===== config.mk =====
export PLATFORM = sky130hd
export DESIGN_NAME = ysyx_22040237_lsu_flat
export DESIGN_NICKNAME = d
export VERILOG_FILES = /design/src/rtl/ysyx_22040237_lsu_if.sv /design/src/rtl/ysyx_22040237_lsu.sv /design/src/flat_wrapper.sv
export SDC_FILE = /design/constraint.sdc
export NUM_CORES = 1
export LEC_CHECK = 0
export CAP_MARGIN = 20
export CORE_UTILIZATION = 46
export DETAILED_ROUTE_END_ITERATION = 8
export PLACE_DENSITY = 0.87
export SYNTH_ARGS = -nofsm -noshare
export SYNTH_HDL_FRONTEND = slang
export SYNTH_SLANG_ARGS = --single-unit

===== constraint.sdc =====
create_clock -name clk -period 2.7 [get_ports clk]
set_input_delay 0.675 -clock clk [delete_from_list [all_inputs] [get_ports clk]]
set_output_delay 0.675 -clock clk [all_outputs]
set_load 0.005 [all_outputs]

===== src/rtl/ysyx_22040237_lsu_if.sv =====
// Bus bundles for ysyx_22040237_lsu: exu request/response side and memory side.
// The exu (master) issues requests to the lsu (slave); the lsu (master) drives memory (slave).
interface ysyx_22040237_lsu_req_if #(parameter int unsigned ADDR_W = 32);
  logic              req_valid;
  logic              req_ready;
  logic              req_we;
  logic [1:0]        req_size;
  logic              req_unsigned;
  logic [ADDR_W-1:0] req_addr;
  logic [63:0]       req_wdata;
  logic              resp_valid;
  logic [63:0]       resp_rdata;
  logic              resp_err;

  modport master (
    output req_valid, req_we, req_size, req_unsigned, req_addr, req_wdata,
    input  req_ready, resp_valid, resp_rdata, resp_err
  );
  modport slave (
    input  req_valid, req_we, req_size, req_unsigned, req_addr, req_wdata,
    output req_ready, resp_valid, resp_rdata, resp_err
  );
endinterface

interface ysyx_22040237_lsu_mem_if #(parameter int unsigned ADDR_W = 32);
  logic              mem_valid;
  logic              mem_ready;
  logic              mem_we;
  logic [ADDR_W-1:0] mem_addr;
  logic [63:0]       mem_wdata;
  logic [7:0]        mem_wmask;
  logic [63:0]       mem_rdata;

  modport master (
    output mem_valid, mem_we, mem_addr, mem_wdata, mem_wmask,
    input  mem_ready, mem_rdata
  );
  modport slave (
    input  mem_valid, mem_we, mem_addr, mem_wdata, mem_wmask,
    output mem_ready, mem_rdata
  );
endinterface


===== src/rtl/ysyx_22040237_lsu.sv =====
// Load/store unit: one outstanding 64-bit memory access, lane alignment and load extension.
// Define YSYX_22040237_LSU_MISALIGN_CHK_EN to reject misaligned requests with resp_err.
module ysyx_22040237_lsu #(
  parameter int unsigned ADDR_W = 32
) (
  input logic                      clk,
  input logic                      rst,
  ysyx_22040237_lsu_req_if.slave   exu,
  ysyx_22040237_lsu_mem_if.master  mem
);

  typedef enum logic [1:0] {IDLE, BUSY, RESP} state_t;

  state_t            state_q, state_d;
  logic              we_q;
  logic [1:0]        size_q;
  logic              uns_q;
  logic [ADDR_W-1:0] addr_q;
  logic [63:0]       wdata_q;
  logic [63:0]       rdata_q;
  logic              accept;
  logic              misalign;
  logic [63:0]       shifted;
  logic [63:0]       load_ext;
  logic [7:0]        base_mask;

  assign accept = (state_q == IDLE) && exu.req_valid;

`ifdef YSYX_22040237_LSU_MISALIGN_CHK_EN
  logic err_q;

  always_comb begin
    misalign = 1'b0;
    unique case (exu.req_size)
      2'd0:    misalign = 1'b0;
      2'd1:    misalign = exu.req_addr[0];
      2'd2:    misalign = |exu.req_addr[1:0];
      default: misalign = |exu.req_addr[2:0];
    endcase
  end

  always_ff @(posedge clk) begin
    if (rst)         err_q <= 1'b0;
    else if (accept) err_q <= misalign;
  end

  assign exu.resp_err = err_q;
`else
  assign misalign     = 1'b0;
  assign exu.resp_err = 1'b0;
`endif

  always_ff @(posedge clk) begin
    if (rst) state_q <= IDLE;
    else     state_q <= state_d;
  end

  always_comb begin
    state_d = state_q;
    unique case (state_q)
      IDLE:    if (accept) state_d = misalign ? RESP : BUSY;
      BUSY:    if (mem.mem_ready) state_d = RESP;
      RESP:    state_d = IDLE;
      default: state_d = IDLE;
    endcase
  end

  always_comb begin
    exu.req_ready  = (state_q == IDLE);
    mem.mem_valid  = (state_q == BUSY);
    exu.resp_valid = (state_q == RESP);
  end

  // Extension is applied at capture time, so rdata_q already holds the final response.
  always_ff @(posedge clk) begin
    if (rst) begin
      we_q    <= 1'b0;
      size_q  <= '0;
      uns_q   <= 1'b0;
      addr_q  <= '0;
      wdata_q <= '0;
      rdata_q <= '0;
    end else begin
      if (accept) begin
        we_q    <= exu.req_we;
        size_q  <= exu.req_size;
        uns_q   <= exu.req_unsigned;
        addr_q  <= exu.req_addr;
        wdata_q <= exu.req_wdata;
        if (misalign) rdata_q <= '0;
      end
      if (state_q == BUSY && mem.mem_ready)
        rdata_q <= we_q ? '0 : load_ext;
    end
  end

  assign shifted = mem.mem_rdata >> {addr_q[2:0], 3'b000};

  always_comb begin
    load_ext = shifted;
    unique case (size_q)
      2'd0:    load_ext = {{56{~uns_q & shifted[7]}},  shifted[7:0]};
      2'd1:    load_ext = {{48{~uns_q & shifted[15]}}, shifted[15:0]};
      2'd2:    load_ext = {{32{~uns_q & shifted[31]}}, shifted[31:0]};
      default: load_ext = shifted;
    endcase
  end

  always_comb begin
    base_mask = 8'h01;
    unique case (size_q)
      2'd0:    base_mask = 8'h01;
      2'd1:    base_mask = 8'h03;
      2'd2:    base_mask = 8'h0F;
      default: base_mask = 8'hFF;
    endcase
  end

  // Lanes shifted past byte 7 are dropped by the 8-bit truncation.
  assign mem.mem_we    = we_q;
  assign mem.mem_addr  = {addr_q[ADDR_W-1:3], 3'b000};
  assign mem.mem_wdata = wdata_q << {addr_q[2:0], 3'b000};
  assign mem.mem_wmask = we_q ? (base_mask << addr_q[2:0]) : 8'h00;

  assign exu.resp_rdata = rdata_q;

endmodule

===== src/flat_wrapper.sv =====
// flat-port wrapper written by rule: the top's interface ports become plain ports
module ysyx_22040237_lsu_flat 
#(
  parameter int unsigned ADDR_W = 32
)
  (clk, rst, exu_req_valid, exu_req_we, exu_req_size, exu_req_unsigned, exu_req_addr, exu_req_wdata, exu_req_ready, exu_resp_valid, exu_resp_rdata, exu_resp_err, mem_mem_valid, mem_mem_we, mem_mem_addr, mem_mem_wdata, mem_mem_wmask, mem_mem_ready, mem_mem_rdata);
  ysyx_22040237_lsu_req_if #(.ADDR_W(ADDR_W)) exu_i ();
  ysyx_22040237_lsu_mem_if #(.ADDR_W(ADDR_W)) mem_i ();
  input logic clk;
  input logic rst;
  input wire logic [$bits(exu_i.req_valid)-1:0] exu_req_valid;
  input wire logic [$bits(exu_i.req_we)-1:0] exu_req_we;
  input wire logic [$bits(exu_i.req_size)-1:0] exu_req_size;
  input wire logic [$bits(exu_i.req_unsigned)-1:0] exu_req_unsigned;
  input wire logic [$bits(exu_i.req_addr)-1:0] exu_req_addr;
  input wire logic [$bits(exu_i.req_wdata)-1:0] exu_req_wdata;
  output wire logic [$bits(exu_i.req_ready)-1:0] exu_req_ready;
  output wire logic [$bits(exu_i.resp_valid)-1:0] exu_resp_valid;
  output wire logic [$bits(exu_i.resp_rdata)-1:0] exu_resp_rdata;
  output wire logic [$bits(exu_i.resp_err)-1:0] exu_resp_err;
  output wire logic [$bits(mem_i.mem_valid)-1:0] mem_mem_valid;
  output wire logic [$bits(mem_i.mem_we)-1:0] mem_mem_we;
  output wire logic [$bits(mem_i.mem_addr)-1:0] mem_mem_addr;
  output wire logic [$bits(mem_i.mem_wdata)-1:0] mem_mem_wdata;
  output wire logic [$bits(mem_i.mem_wmask)-1:0] mem_mem_wmask;
  input wire logic [$bits(mem_i.mem_ready)-1:0] mem_mem_ready;
  input wire logic [$bits(mem_i.mem_rdata)-1:0] mem_mem_rdata;
  assign exu_i.req_valid = exu_req_valid;
  assign exu_i.req_we = exu_req_we;
  assign exu_i.req_size = exu_req_size;
  assign exu_i.req_unsigned = exu_req_unsigned;
  assign exu_i.req_addr = exu_req_addr;
  assign exu_i.req_wdata = exu_req_wdata;
  assign exu_req_ready = exu_i.req_ready;
  assign exu_resp_valid = exu_i.resp_valid;
  assign exu_resp_rdata = exu_i.resp_rdata;
  assign exu_resp_err = exu_i.resp_err;
  assign mem_mem_valid = mem_i.mem_valid;
  assign mem_mem_we = mem_i.mem_we;
  assign mem_mem_addr = mem_i.mem_addr;
  assign mem_mem_wdata = mem_i.mem_wdata;
  assign mem_mem_wmask = mem_i.mem_wmask;
  assign mem_i.mem_ready = mem_mem_ready;
  assign mem_i.mem_rdata = mem_mem_rdata;
  ysyx_22040237_lsu #(.ADDR_W(ADDR_W)) u_core (.clk(clk), .rst(rst), .exu(exu_i), .mem(mem_i));
endmodule

Word-level counts from Yosys, hierarchy flattened
Index checks and enable logic that the tools add are counted.

Register bits: 166. Input bits: 168. Output and inout bits: 173.

Eq/ne operators: 6. Shifts and indexed selects: 3. Mux-type cells: 7. Bitwise operators: 4. Reduce and logical (&&, ||, !) cells: 5.

Operator list (number): $pmux W64 S3 (1); $mux W64 (1); $shl A64 B6 Y64 (1); $shr A64 B6 Y64 (1); $pmux W8 S3 (1); $mux W8 (1); $shl A8 B3 Y8 (1); $eq A2 B1 Y1 const B (2); $eq A2 B2 Y1 const B (2); $logic_not A2 Y1 (2); $mux W2 (2); $ne A2 B1 Y1 const B (2); $pmux W2 S2 (1); $and A1 B1 Y1 (3); $logic_and A1 B1 Y1 (2); $reduce_and A2 Y1 (1); $not A1 Y1 (1).

Depth between registers and ports, before layout
Depth after elaboration: 4. Mapped depth: 9. Mapped depth without buffers: 5.

Least setup slack after synthesis
Ideal clock, no wire load.

Kind: flip-flop to output port. Start: register u_core.addr_q[1]. End: output mem_mem_wdata[48]. Arrival: 1725 ps. Data required time: 2025 ps. Slack: 300 ps. Stages on the path, launching flop included: 8. Path buffers: 4. Cell sequence: dfxtp_1 -> buf_6 -> buf_6 -> buf_2 -> buf_2 -> mux2_2 -> o211ai_1 -> o21ai_0.

Word-level cells in the longest chain between the ends: 1.

RTL lines: start, declared (RTL line ysyx_22040237_lsu.sv:18) `logic [ADDR_W-1:0] addr_q;`; start signal, assigned (RTL line ysyx_22040237_lsu.sv:88) `addr_q <= exu.req_addr;`; $shl A64 B6 Y64 (RTL line ysyx_22040237_lsu.sv:122) `assign mem.mem_wdata = wdata_q << {addr_q[2:0], 3'b000};`; end, declared (RTL line flat_wrapper.sv:24) `output wire logic [$bits(mem_i.mem_wdata)-1:0] mem_mem_wdata;`.

Every way passes these cells.

Worst setup path in the final report
Start: register u_core.addr_q[1]. End: output mem_mem_wdata[49].

The elaborated chain is that of the path after synthesis.

==> qor.yml <==
fill_cells: 1594
synth_area_mm2: 0.00990
final_nets: 1750
ff2ff_setup_slack_ns: 0.11
cp.required_ns: 2.03
synth.top_cell.area_share_pct: 33.6
grt_pass1_wl_mm: 57.5
grt_pass1_vias: 10400
synth_edf_count: 0
status: "finished with violations"
fp-row-count: 53
fp.dieH_um: 149
p_clk_share_pct: 34.4
leakagePower_uw: 0.00608
globalplace.congestion: 0.957
slowest_delay_ns: 0.44
reg2reg_depth: 11
synth-seq-area-share_pct: 33.6
slew_violations: 0
end_kind: "primary output"
routedWlPerCell_um: 21.5
cpMostUsedCell: "buf_4"
setup_viol: 16
synth-main-ff-cell: "dfxtp_1"
setup_slack_ns: -0.211
fmax_mhz: 344
clockRootBuffer: "clkbuf_16"
intPower_uw: 5000
vias_per_cell: 5.91
arrival_ns: 2.24
synth_area_leaders: "dfxtp_1 (34%), nand2_1 (11%), mux2i_1 (10%)"
swShare_pct: 32.4
port_buffers: 336
most-common-layout-cells: "nand2_1 (283), clkdlybuf4s50_1 (271), dfxtp_1 (163)"
drtIter0Drc: 1071
postRouteAntennaNets: 0
cts_tree: "done"
finalPower_uw: 7390
first_pass_iters: 8
comb_power_share_pct: 28.6
start_util_pct: 47.0
grt_antenna_before_repair: 1
p_seq_share_pct: 37.0
hold_path.class: "flip-flop to flip-flop"
cts.clk_slew.worst_paths_ns: 0.07
grt_util_all_layers_pct: 34.0
max_cap_violations: 0
period_needed_ns: 2.91
rsz0062_at_grt: "yes"
worstPathCellList: "buf_4 > buf_16 > mux2i_1 > nand2_1 > o211ai_1 > o21ai_0 > buf_4 > clkdlybuf4s50_1"
grt_max_degree: 58
critPathLaunch: "u_core.addr_q[1]"
fin_cells: 1871
ctsHoldBuffers: 0
syn_to_final_growth_pct: 50.9
clock_sinks: 166
final_util_pct: 70.9
maxSlewHeadroom_pct: 45.7
critical-path-slowest-cell: "clkdlybuf4s50_1"
core_mm2: 0.0211
synth_cell_types: 54
mostFrequentLayoutCell: "nand2_1"
clockBufferDepth: 2
io_pins: 341
cp_max_fo: 11
period_share_pct: 108
start_kind: "flip-flop"
yosys_warnings: 0
clock_latency_ns: 0.44
crit_end: "mem_mem_wdata[49]"
ys_ff_latch: 166
cts_buffers: 17
hold_violations: 0
h-tree-depth: 4
drc_errors: 0
power.density_mw_per_mm2: 495
wl_mm: 40.3
fp.dieW_um: 149
die-area_mm2: 0.0221
p_switching_uw: 2400
place_inst: 1794
r2r_end: "u_core.exu.resp_rdata[32]"
syn-instance-count: 1266
drive_gt1_share_pct: 17.6
gr-total-overflow: 0
tightest_slew_ns: 0.812
failed_checks: "negative setup slack"
yosysTopAreaCell: "dfxtp_1"
synthArstFlopShare_pct: 0
finClkSkew_ns: 0.00848
syn_avg_cell_area_um2: 7.82
critPathKind: "flip-flop to primary output"
vias: 11100
dp_hpwl_mm: 27.9
vdd_ir_drop_max_mv: 0.477
r2r-start: "u_core.addr_q[1]"
-- through the flow --
step	hold slack [ns]	setup slack, ns	TNS, ns	area, um^2
after floorplan	0.434	0.300	0	9920
final	0.447	-0.211	-1.31	14900
after CTS	0.448	-0.206	-3.05	14500
after global routing	0.474	-0.257	-2.26	14900
after detailed placement	0.438	-0.105	-1.52	13500
after global placement	0.436	-0.0383	-0.376	13500
-- area by class of cell --
class | instances | area (um^2) | share of cell area [%]
Multi-Input combinational cell | 942 | 6090 | 40.7
Timing Repair Buffer | 444 | 4530 | 30.3
Sequential cell | 166 | 3330 | 22.3
Clock buffer | 17 | 425 | 2.85
Tap cell | 275 | 344 | 2.30
Clock inverter | 15 | 183 | 1.22
Inverter | 11 | 45.0 | 0.301
Antenna cell | 1 | 2.50 | 0.0167
-- per-layer routing --
layer	up-vias	GRT usage, %	share of wire, %
met5	-	0	0
met4	0	17.8	5.7
met3	168	7.25	9.3
met2	695	61.8	50
met1	5173	36.8	35
li1	5030	-	-
-- worst min path at each step --
stage	from	to	slack, ns	cells past startpoint
after floorplan	u_core.wdata_q[48]	u_core.wdata_q[48]	0.43	2
after global placement	u_core.exu.resp_rdata[35]	u_core.exu.resp_rdata[35]	0.44	2
after detailed placement	u_core.exu.resp_rdata[50]	u_core.exu.resp_rdata[50]	0.44	2
after CTS	u_core.exu.resp_rdata[50]	u_core.exu.resp_rdata[50]	0.45	2
after global routing	u_core.exu.resp_rdata[49]	u_core.exu.resp_rdata[49]	0.47	2
final	u_core.exu.resp_rdata[50]	u_core.exu.resp_rdata[50]	0.45	2
-- sequential cells by signal, indices dropped and copies added (netlist names) --
signal and cells:
u_core.size_q 2, u_core.wdata_q 64, u_core.uns_q 1, u_core.exu.resp_rdata 64, u_core.state_q 2, u_core.mem.mem_we 1, u_core.addr_q 32
-- power by group through the flow --
stage	clock, uW	sequential [uW]	combinational [uW]
3_3_place_gp	0	2770	1890
5_1_grt	2680	2740	2230
4_1_cts	2550	2720	1990
2_1_floorplan	0	2730	995
3_5_place_dp	0	2780	1910
6_report	2540	2740	2120
-- worst max-delay path, delay by kind of cell, from the launching register on --
| kind | cells | cell delay (ns) |
|---|---|---|
| compound gates | 2 | 0.20 |
| buf+inv | 4 | 0.91 |
| flops | 1 | 0.43 |
| mux | 1 | 0.20 |
| simple gates | 1 | 0.07 |
-- cells in the mapped netlist (10+ instances only) --
master,count
o21ai_0,86
a22oi_1,22
o22ai_1,23
a21oi_1,144
o31ai_2,11
buf_4,35
nand2_1,284
mux4_2,10
buf_2,31
clkbuf_1,75
mux2_2,51
inv_1,11
nor2b_1,14
nor2_1,71
mux2i_1,99
dfxtp_1,166
a211oi_1,23
o21ai_1,10
-- timing repair --
action / CTS / global route
pin swaps: 3 / 11
buffers inserted: 15 / 25
endpoints found under the hold margin: 0 / 0
resized for setup: 103 / 80
setup endpoints to repair: 72 / 56
gates cloned: 4 / 1
-- cell families (layout without fill, tap and decap cells) --
| logic type | Yosys count | count (layout) | synth area share, % |
|---|---|---|---|
| DFF | 166 | 166 | 33.6 |
| AOI/OAI and AO/OA | 363 | 363 | 22.5 |
| muxes | 160 | 160 | 18.1 |
| and+or+nand+nor | 414 | 415 | 17.6 |
| other | 1 | 5 | 0.0379 |
| buffers and inverters | 162 | 487 | 8.25 |
Note: power is estimated with default switching activity, not from simulation.
